===== config.mk =====
export PLATFORM = sky130hd
export DESIGN_NAME = algo_1rw_scrub
export DESIGN_NICKNAME = d
export VERILOG_FILES = /design/src/rtl/algo_1rw_scrub.sv
export SDC_FILE = /design/constraint.sdc
export NUM_CORES = 1
export LEC_CHECK = 0
export CORE_UTILIZATION = 54
export DETAILED_ROUTE_END_ITERATION = 8
export PLACE_DENSITY = 0.77
export SLEW_MARGIN = 20
export SYNTH_ARGS = -nofsm -noshare
export SYNTH_HDL_FRONTEND = slang
export SYNTH_SLANG_ARGS = --single-unit

===== constraint.sdc =====
create_clock -name clk -period 4.3 [get_ports clk]
set_input_delay 0.86 -clock clk [delete_from_list [all_inputs] [get_ports clk]]
set_output_delay 0.86 -clock clk [all_outputs]
set_load 0.05 [all_outputs]

===== src/rtl/algo_1rw_scrub.sv =====
// ---------------------------------------------------------------------------
// algo_1rw_scrub
//
// Error scrubber placed directly behind the read response of a 1RW
// algorithmic memory. Correctable (single-error) reads are queued together
// with their corrected data and written back through the upstream port
// arbiter, which clears the stored error. Uncorrectable (double-error) reads
// are counted, and the physical address of the first one is held for
// software until acknowledged.
//
// Ports
//   clk, rst            clock, synchronous active-high reset
//   read_0, write_0,    tap of the memory port: read/write issued this cycle
//   addr_0              and its logical address
//   read_vld_0, dout_0  read response valid / corrected read data
//   read_serr_0         single (correctable) error on this response
//   read_derr_0         double (uncorrectable) error, comes with serr
//   read_padr_0         physical address of the response
//   scrub_req/addr/din  scrub write request towards the port arbiter
//   scrub_gnt           arbiter accepts the scrub write this cycle
//   derr_vld, derr_padr sticky double-error flag and its physical address
//   derr_clr            software acknowledge of derr_vld
//   serr_cnt, derr_cnt, saturating statistics: singles queued, doubles
//   drop_cnt            seen, singles dropped on a full queue
//   busy                queue non-empty or a scrub request outstanding
// ---------------------------------------------------------------------------
module algo_1rw_scrub #(
  parameter int BITADDR = 4,
  parameter int WIDTH   = 4,
  parameter int BITPADR = 5,
  parameter int DELAY   = 1,
  parameter int FIFODEP = 4,
  parameter int BITFIFO = 2,
  parameter int BITCNT  = 8
) (
  input  logic               clk,
  input  logic               rst,
  input  logic               read_0,
  input  logic               write_0,
  input  logic [BITADDR-1:0] addr_0,
  input  logic               read_vld_0,
  input  logic [WIDTH-1:0]   dout_0,
  input  logic               read_serr_0,
  input  logic               read_derr_0,
  input  logic [BITPADR-1:0] read_padr_0,
  output logic               scrub_req,
  output logic [BITADDR-1:0] scrub_addr,
  output logic [WIDTH-1:0]   scrub_din,
  input  logic               scrub_gnt,
  output logic               derr_vld,
  output logic [BITPADR-1:0] derr_padr,
  input  logic               derr_clr,
  output logic [BITCNT-1:0]  serr_cnt,
  output logic [BITCNT-1:0]  derr_cnt,
  output logic [BITCNT-1:0]  drop_cnt,
  output logic               busy
);

  typedef enum logic {IDLE, REQ} state_t;

  state_t state;

  // Read address pipeline, aligned with the memory read latency
  logic [DELAY-1:0]   pipe_vld;
  logic [BITADDR-1:0] pipe_addr [DELAY];

  // Scrub queue: payload array plus per-entry live bit (occupied and not killed)
  logic [BITADDR-1:0] q_addr [FIFODEP];
  logic [WIDTH-1:0]   q_data [FIFODEP];
  logic [FIFODEP-1:0] q_live;
  logic [FIFODEP-1:0] live_nxt;
  logic [FIFODEP-1:0] kill_mask;
  logic [BITFIFO-1:0] wr_ptr;
  logic [BITFIFO-1:0] rd_ptr;
  logic [BITFIFO:0]   q_cnt;

  logic               resp_vld;
  logic [BITADDR-1:0] resp_addr;
  logic               q_empty;
  logic               q_full;
  logic               gnt_now;
  logic               head_hit;
  logic               head_alive;
  logic               pop;
  logic               push_want;
  logic               push;
  logic               drop;
  logic               derr_ev;

  function automatic logic [BITCNT-1:0] sat_inc(input logic [BITCNT-1:0] v);
    return (&v) ? v : v + BITCNT'(1);
  endfunction

  assign resp_vld  = read_vld_0 && pipe_vld[DELAY-1];
  assign resp_addr = pipe_addr[DELAY-1];
  assign q_empty   = (q_cnt == '0);
  assign q_full    = (q_cnt == (BITFIFO+1)'(FIFODEP));
  assign gnt_now   = (state == REQ) && scrub_gnt;

  // A host write to the head address kills it, unless that write is the
  // granted scrub itself.
  assign head_hit   = write_0 && q_live[rd_ptr] && (q_addr[rd_ptr] == addr_0);
  assign head_alive = q_live[rd_ptr] && !(head_hit && !gnt_now);

  // Pop after a granted scrub, or whenever the head entry is dead.
  assign pop = !q_empty && (gnt_now || !head_alive);

  // A response overtaken by a same-cycle write to its address carries stale
  // data: discard it silently.
  assign push_want = resp_vld && read_serr_0 && !read_derr_0 &&
                     !(write_0 && (addr_0 == resp_addr));
  assign push      = push_want && (!q_full || pop);
  assign drop      = push_want && q_full && !pop;
  assign derr_ev   = resp_vld && read_derr_0;

  assign busy = !q_empty || scrub_req;

  // NOTE: every signal assigned in always_comb gets a default first so no
  // path leaves it unassigned, which would infer a latch.
  always_comb begin
    kill_mask = '0;
    for (int i = 0; i < FIFODEP; i++) begin
      kill_mask[i] = write_0 && q_live[i] && (q_addr[i] == addr_0) &&
                     !(gnt_now && (rd_ptr == BITFIFO'(i)));
    end
    live_nxt = q_live & ~kill_mask;
    if (pop)  live_nxt[rd_ptr] = 1'b0;
    if (push) live_nxt[wr_ptr] = 1'b1;
  end

  // NOTE: storage arrays are not reset; the live bits and pipeline valid
  // bits say which slots hold meaningful data, so clearing payloads buys nothing.
  always_ff @(posedge clk) begin
    pipe_addr[0] <= addr_0;
    for (int i = 1; i < DELAY; i++) pipe_addr[i] <= pipe_addr[i-1];
    if (push) begin
      q_addr[wr_ptr] <= resp_addr;
      q_data[wr_ptr] <= dout_0;
    end
  end

  // NOTE: sequential state uses non-blocking assignments so every register
  // samples pre-edge values regardless of statement order.
  always_ff @(posedge clk) begin
    if (rst) begin
      pipe_vld <= '0;
      q_live   <= '0;
      wr_ptr   <= '0;
      rd_ptr   <= '0;
      q_cnt    <= '0;
    end else begin
      pipe_vld[0] <= read_0;
      for (int i = 1; i < DELAY; i++) pipe_vld[i] <= pipe_vld[i-1];
      q_live <= live_nxt;
      if (push) wr_ptr <= wr_ptr + BITFIFO'(1);
      if (pop)  rd_ptr <= rd_ptr + BITFIFO'(1);
      case ({push, pop})
        2'b10:   q_cnt <= q_cnt + (BITFIFO+1)'(1);
        2'b01:   q_cnt <= q_cnt - (BITFIFO+1)'(1);
        default: q_cnt <= q_cnt;
      endcase
    end
  end

  // Scrub request FSM. Request fields are registered on entry to REQ and
  // held until the request drops; returning through IDLE guarantees at
  // least one idle cycle between requests.
  always_ff @(posedge clk) begin
    if (rst) begin
      state      <= IDLE;
      scrub_req  <= 1'b0;
      scrub_addr <= '0;
      scrub_din  <= '0;
    end else begin
      case (state)
        IDLE: begin
          if (!q_empty && head_alive) begin
            state      <= REQ;
            scrub_req  <= 1'b1;
            scrub_addr <= q_addr[rd_ptr];
            scrub_din  <= q_data[rd_ptr];
          end
        end
        REQ: begin
          if (scrub_gnt || !head_alive) begin
            state     <= IDLE;
            scrub_req <= 1'b0;
          end
        end
        default: begin
          state     <= IDLE;
          scrub_req <= 1'b0;
        end
      endcase
    end
  end

  // Double-error capture and statistics. The first unacknowledged error
  // keeps its address; an acknowledge coinciding with a new error re-arms
  // the capture with the new address.
  always_ff @(posedge clk) begin
    if (rst) begin
      derr_vld  <= 1'b0;
      derr_padr <= '0;
      serr_cnt  <= '0;
      derr_cnt  <= '0;
      drop_cnt  <= '0;
    end else begin
      if (derr_ev && (!derr_vld || derr_clr)) begin
        derr_vld  <= 1'b1;
        derr_padr <= read_padr_0;
      end else if (derr_clr) begin
        derr_vld <= 1'b0;
      end
      if (derr_ev) derr_cnt <= sat_inc(derr_cnt);
      if (push)    serr_cnt <= sat_inc(serr_cnt);
      if (drop)    drop_cnt <= sat_inc(drop_cnt);
    end
  end

endmodule


==> results.ini, run 1 <==
[grt]
grt_pass1_vias=2770
grt_pass1_wl_um=13250
globalRouteTotalUtil_pct=22.47
grt_antenna_before_repair=0
grt_max_degree=34
grt-ovfl-total=0

[hold_path]
hold_start=derr_vld$_SDFFE_PP0P_
hold_path_class=reg2reg

[cts]
hold_buffers=0
clock_latency_ns=0.36
cts_made_buffers=9
post_cts_buffers=0
ctsResizeCount=0
cts.htree.levels=3
cts_tree=built
cts_buffer_depth=2
clock_sinks=90
cts_root_buf=clkbuf_8
clk_pin_slew_ns=0.09

[timing]
max_freq_mhz=288.2
skew_ns=0.01135
hold_violations=0
relSlewSlack_pct=55.26
worst_slack_ns=0.8300
finalSetupTns_ns=0
period_needed_ns=3.470
tightest_slew_ns=0.6659
period_share_pct=80.70
rsz0062_at_grt=no
setup_viol=0
maxSlewViolCount=0
hold_ws_ns=0.4960

[status]
status=finished, final reports clean

[die]
ioPinCount=62
row_count=31
die_h_um=89.40
die_w_um=89.40
dieArea_mm2=0.007992
design.core.area_mm2=0.007331
initial_core_util_pct=56.27

[cells_and_area]
utilization_pct=68.54
multi_input_area_mm2=0.001863
final_common_cell=clkdlybuf4s50_1
postLayoutCellArea_mm2=0.005025
seqCellArea_mm2=0.002122
layout.nets=462
most-common-layout-cells=clkdlybuf4s50_1 (61), dfxtp_1 (58), nor2_1 (41)
nFillCells=570
layout-drive-gt1-share_pct=10.19
area_growth_pct=21.81
diodes=0

[yosys]
synthArstFlopShare_pct=0
synth_fp_nets=400
ys_seq_area_share_pct=51.44
yosysUniqueCellTypes=48
synth_ff_type=dfxtp_1
synth_edf_count=32
synth_cells=365
yosysWarnings=0
synth.cell_area_mm2=0.004125
ys_ff_latch=90
avgSynthCellArea_um2=11.30

[placed_design]
dp_hpwl_um=6019
pre_cts_ws_ns=0.5008
gp_congestion=0.9058
io_buffers=61
place_area_mm2=0.004821

[route]
wl_per_cell_um=15.62
drt-total-wl_um=8292
via_count=2940
initialDrtViolationCount=114
post-route-drc-count=0
ant_nets=0
via_per_inst=5.537
first_pass_iters=4

[setup_path]
cp-end-kind=flop
start_kind=primary input
worst-setup-path-type=in2reg
crit_required_ns=4.57
crit_start=addr_0[0]
worst_r2r_startpoint=rd_ptr[0]$_SDFFE_PP0P_
crit_fanout=7
crit_arrival_ns=3.74

[job]
drv_cap=0

[power]
power.density_mw_per_mm2=382.0
peakVddDrop_uv=209.7
leakagePower_nw=1.838

==> cell usage after synthesis, drive strengths merged, types with 8 or more instances <==
cell	count	share of area, %
inv	13	1.2
mux4	9	4.9
or3	8	1.2
xor2	22	4.7
edfxtp	32	23
o21ai	9	1.2
nand3	19	2.7
buf	9	1.5
ha	12	3.6
clkbuf	8	0.73
nor2	41	3.7
dfxtp	58	28
mux2i	18	4.4
a21oi	16	1.9
nand2	19	1.8
xnor2	13	3.5
==> state kept, by name (all words and copies together), names as in the netlist, named ones only <==
register	count
derr_cnt	8
derr_padr	5
derr_vld	1
drop_cnt	8
pipe_addr	4
pipe_vld	1
q_addr	16
q_cnt	3
q_data	16
q_live	4
rd_ptr	2
scrub_addr	4
scrub_din	4
scrub_req	1
serr_cnt	8
state	1
wr_ptr	2
==> critical path, cell delays in order <==
cell	delay (ns)
clkdlybuf4s50_1	0.74
xor2_1	0.19
nor3_1	0.45
a21oi_1	0.18
nand3_2	0.10
ha_1	0.17
inv_1	0.06
fa_1	0.37
xor2_1	0.16
or3_1	0.30
a21oi_1	0.15
==> kinds of logic after synthesis <==
kind of cell             after synthesis  share of synthesized area (%)
AND/OR/NAND/NOR                      115                          13.98
flip-flops                            90                          51.44
AO/OA/AOI/OAI                         53                          9.069
XOR/XNOR                              35                          8.159
buffers and inverters                 30                          3.397
multiplexers                          29                          9.827
adder cells (fa/ha/maj)               13                          4.125
==> layer usage <==
metal	up-vias	part of all wire (%)	wire (um)	global-route usage (%)
li1	1432	-	-	-
met1	1420	46	3835	29.71
met2	70	48	3979	35.81
met3	18	3.2	266	4.340
met4	0	2.5	211	10.68
met5	-	0	0	0
==> path summary, 6_finish.rpt <==
check | endpoint | slack [ns] | cells past startpoint
setup reg to reg | q_cnt[2]$_SDFFE_PP0P_ | 1.06 | 10
setup / recovery | q_cnt[2]$_SDFFE_PP0P_ | 0.83 | 11
hold / removal | derr_vld$_SDFFE_PP0P_ | 0.50 | 2
hold reg to reg | derr_vld$_SDFFE_PP0P_ | 0.50 | 2
==> where the power goes <==
part           internal [mW]  switching, mW
registers              0.909         0.0539
logic                  0.178          0.200
clock network          0.284          0.294
==> through the flow <==
step | std cells | power [mW]
6_report | 531 | 1.920
5_1_grt | 531 | 2.004
4_1_cts | 531 | 1.929
3_5_place_dp | 515 | 1.358
3_3_place_gp | 515 | 1.350
2_1_floorplan | 365 | 1.265
==> layout make-up <==
class	count	share of cell area, %
Sequential cell	90	42.23
Clock buffer	10	2.739
Timing Repair Buffer	68	13.20
Multi-Input combinational cell	245	37.08
Inverter	13	0.9711
Clock inverter	6	1.320
Tap cell	99	2.465
Power figures use the tool's default switching activity.
==> inputs of run 2 (changes only) <==
--- a/config.mk
+++ b/config.mk
@@ -5,9 +5,9 @@
 export SDC_FILE = /design/constraint.sdc
 export NUM_CORES = 1
 export LEC_CHECK = 0
-export CORE_UTILIZATION = 54
+export CORE_UTILIZATION = 49
 export DETAILED_ROUTE_END_ITERATION = 8
-export PLACE_DENSITY = 0.77
+export PLACE_DENSITY = 0.73
 export SLEW_MARGIN = 20
 export SYNTH_ARGS = -nofsm -noshare
 export SYNTH_HDL_FRONTEND = slang
==> constraint.sdc (replaced) <==
create_clock -name clk -period 2.9 [get_ports clk]
set_input_delay 0.58 -clock clk [delete_from_list [all_inputs] [get_ports clk]]
set_output_delay 0.58 -clock clk [all_outputs]
set_load 0.05 [all_outputs]
==> run 2 against run 1 <==
Routed wire length grew 5.0%. Sequential cell count unchanged. Via count rose by 1.2%. Sequential share of layout area fell by 1.6 points. Cell count increased by 5.5%. Clock power increased by 45%. Clock skew fell by 0.0026 ns. Non-clock buffer count increased by 23. Critical endpoint unchanged. First-iteration DRC count rose by 32%.
==> results.ini, run 2 (synthesized netlist as in run 1, its figures left out) <==
[status]
status=finished, final reports clean

[timing]
setup_viol=0
hold_ws_ns=0.5080
rsz0062_at_grt=yes
period_needed_ns=2.856
worst_slack_ns=0.04375
hold_violations=0
max_freq_mhz=350.1
maxSlewViolCount=0
relSlewSlack_pct=61.76
period_share_pct=98.49
skew_ns=0.008724
tightest_slew_ns=0.5724
finalSetupTns_ns=0

[cells_and_area]
biggestRegsByFlops=q_addr: 16 flops, q_data: 16 flops
final_common_cell=clkdlybuf4s50_1
area_growth_pct=26.75
nFillCells=641
most-common-layout-cells=clkdlybuf4s50_1 (61), dfxtp_1 (57), nor2_1 (41)
layout-drive-gt1-share_pct=16.26
layout.nets=485
diodes=0

[cts]
cts_buffer_depth=2
cts.htree.levels=3
clk_pin_slew_ns=0.10
cts_root_buf=clkbuf_8
clock_latency_ns=0.37
hold_buffers=0
cts_tree=built
cts_made_buffers=9
clock_sinks=90

[die]
initial_core_util_pct=50.46
design.core.area_mm2=0.008175
row_count=33
ioPinCount=62
die_w_um=93.76
dieArea_mm2=0.008790
die_h_um=93.76

[route]
post-route-drc-count=0
via_count=2976
first_pass_iters=4
initialDrtViolationCount=151
drt-total-wl_um=8707
ant_nets=0
via_per_inst=5.314
wl_per_cell_um=15.55

[grt]
grt_pass1_vias=2902
grt_antenna_before_repair=0
grt-ovfl-total=0
grt_max_degree=34
grt_pass1_wl_um=14170
globalRouteTotalUtil_pct=21.44

[power]
leakagePower_nw=1.956
power.density_mw_per_mm2=567.1
finalPower_mw=2.965
peakVddDrop_uv=400.3

[setup_path]
crit_required_ns=3.21
cp_cell_sequence=mux4_2 -> xnor2_2 -> a31oi_2 -> nor3_4 -> ha_2 -> inv_1 -> fa_2 -> xor2_1 -> or3_1 -> a21oi_2
cp_num_buf_inv=1
crit_arrival_ns=3.16
crit_fanout=4
cp_slowest_stage_delay_ns=0.56
cp_slowest_cell=mux4_2
cp-end-kind=flop
crit_family=simple AND/OR/NAND/NOR gates
start_kind=flop
worst-setup-path-type=reg2reg

[job]
drv_cap=0

[hold_path]
hold_path_class=reg2reg

[placed_design]
dp_hpwl_um=6440
gp_congestion=0.8999
io_buffers=61
pre_cts_ws_ns=-0.08178

==> run 2: cell types whose count changed in the layout (fill, tap and decap cells not counted), sizes merged <==
cell	delta
buf	+23
inv	+4
clkinvlp	-2
bufinv	-1
clkbuf	-1
==> run 2: tightest hold or removal path, delay by kind of cell (launching register included) <==
family	cells	cell delay, ns
and+or+nand+nor	1	0.07
DFF	1	0.34
muxes	1	0.07
==> run 2: repair_timing <==
action	CTS	global route
endpoints found under the hold margin	0	0
endpoints found under the setup margin	0	1
resized for setup	0	6
setup buffers	0	2
==> run 2: worst paths after layout <==
path | start | to | slack [ns] | cells past startpoint
setup / recovery | flop | q_cnt[2]$_SDFFE_PP0P_ | 0.04 | 10
hold / removal | scrub_addr[3]$_SDFFE_PP0P_ | scrub_addr[3]$_SDFFE_PP0P_ | 0.51 | 2
setup reg to reg | flop | q_cnt[2]$_SDFFE_PP0P_ | 0.04 | 10
hold reg to reg | scrub_addr[3]$_SDFFE_PP0P_ | scrub_addr[3]$_SDFFE_PP0P_ | 0.51 | 2
==> run 2: layout make-up <==
cell class / instances / area (um2) / share of cell area (%)
clock inverter: 7 / 68.82 / 1.316
multi-input combinational: 245 / 1894 / 36.23
timing repair buffer: 91 / 835.8 / 15.98
inverter: 13 / 48.80 / 0.9332
clock buffer: 9 / 123.9 / 2.369
tap: 105 / 131.4 / 2.513
sequential: 90 / 2126 / 40.66
==> run 2: metrics by stage <==
| stage | cells | cell area, um2 | utilization, % |
|---|---|---|---|
| 4_1_cts | 558 | 5185 | 63.42 |
| 3_3_place_gp | 542 | 4992 | 61.07 |
| 3_5_place_dp | 542 | 4992 | 61.07 |
| 6_report | 560 | 5229 | 63.96 |
| 5_1_grt | 560 | 5229 | 63.96 |
| 2_1_floorplan | 365 | 4131 | - |
==> run 2: per-layer routing <==
| metal | part of all wire (%) | GRT usage [%] |
|---|---|---|
| met1 | 45 | 26.23 |
| met2 | 49 | 35.71 |
| met3 | 4.3 | 6.149 |
| met4 | 1.9 | 8.205 |
| met5 | 0 | 0 |
==> run 2: power breakdown <==
part	total [mW]	switching (mW)	leakage (nW)	internal, mW
clock network	0.838	0.501	0.0997	0.337
registers	1.40	0.0525	0.759	1.35
logic	0.723	0.361	1.10	0.362
total	2.97	0.915	1.96	2.05
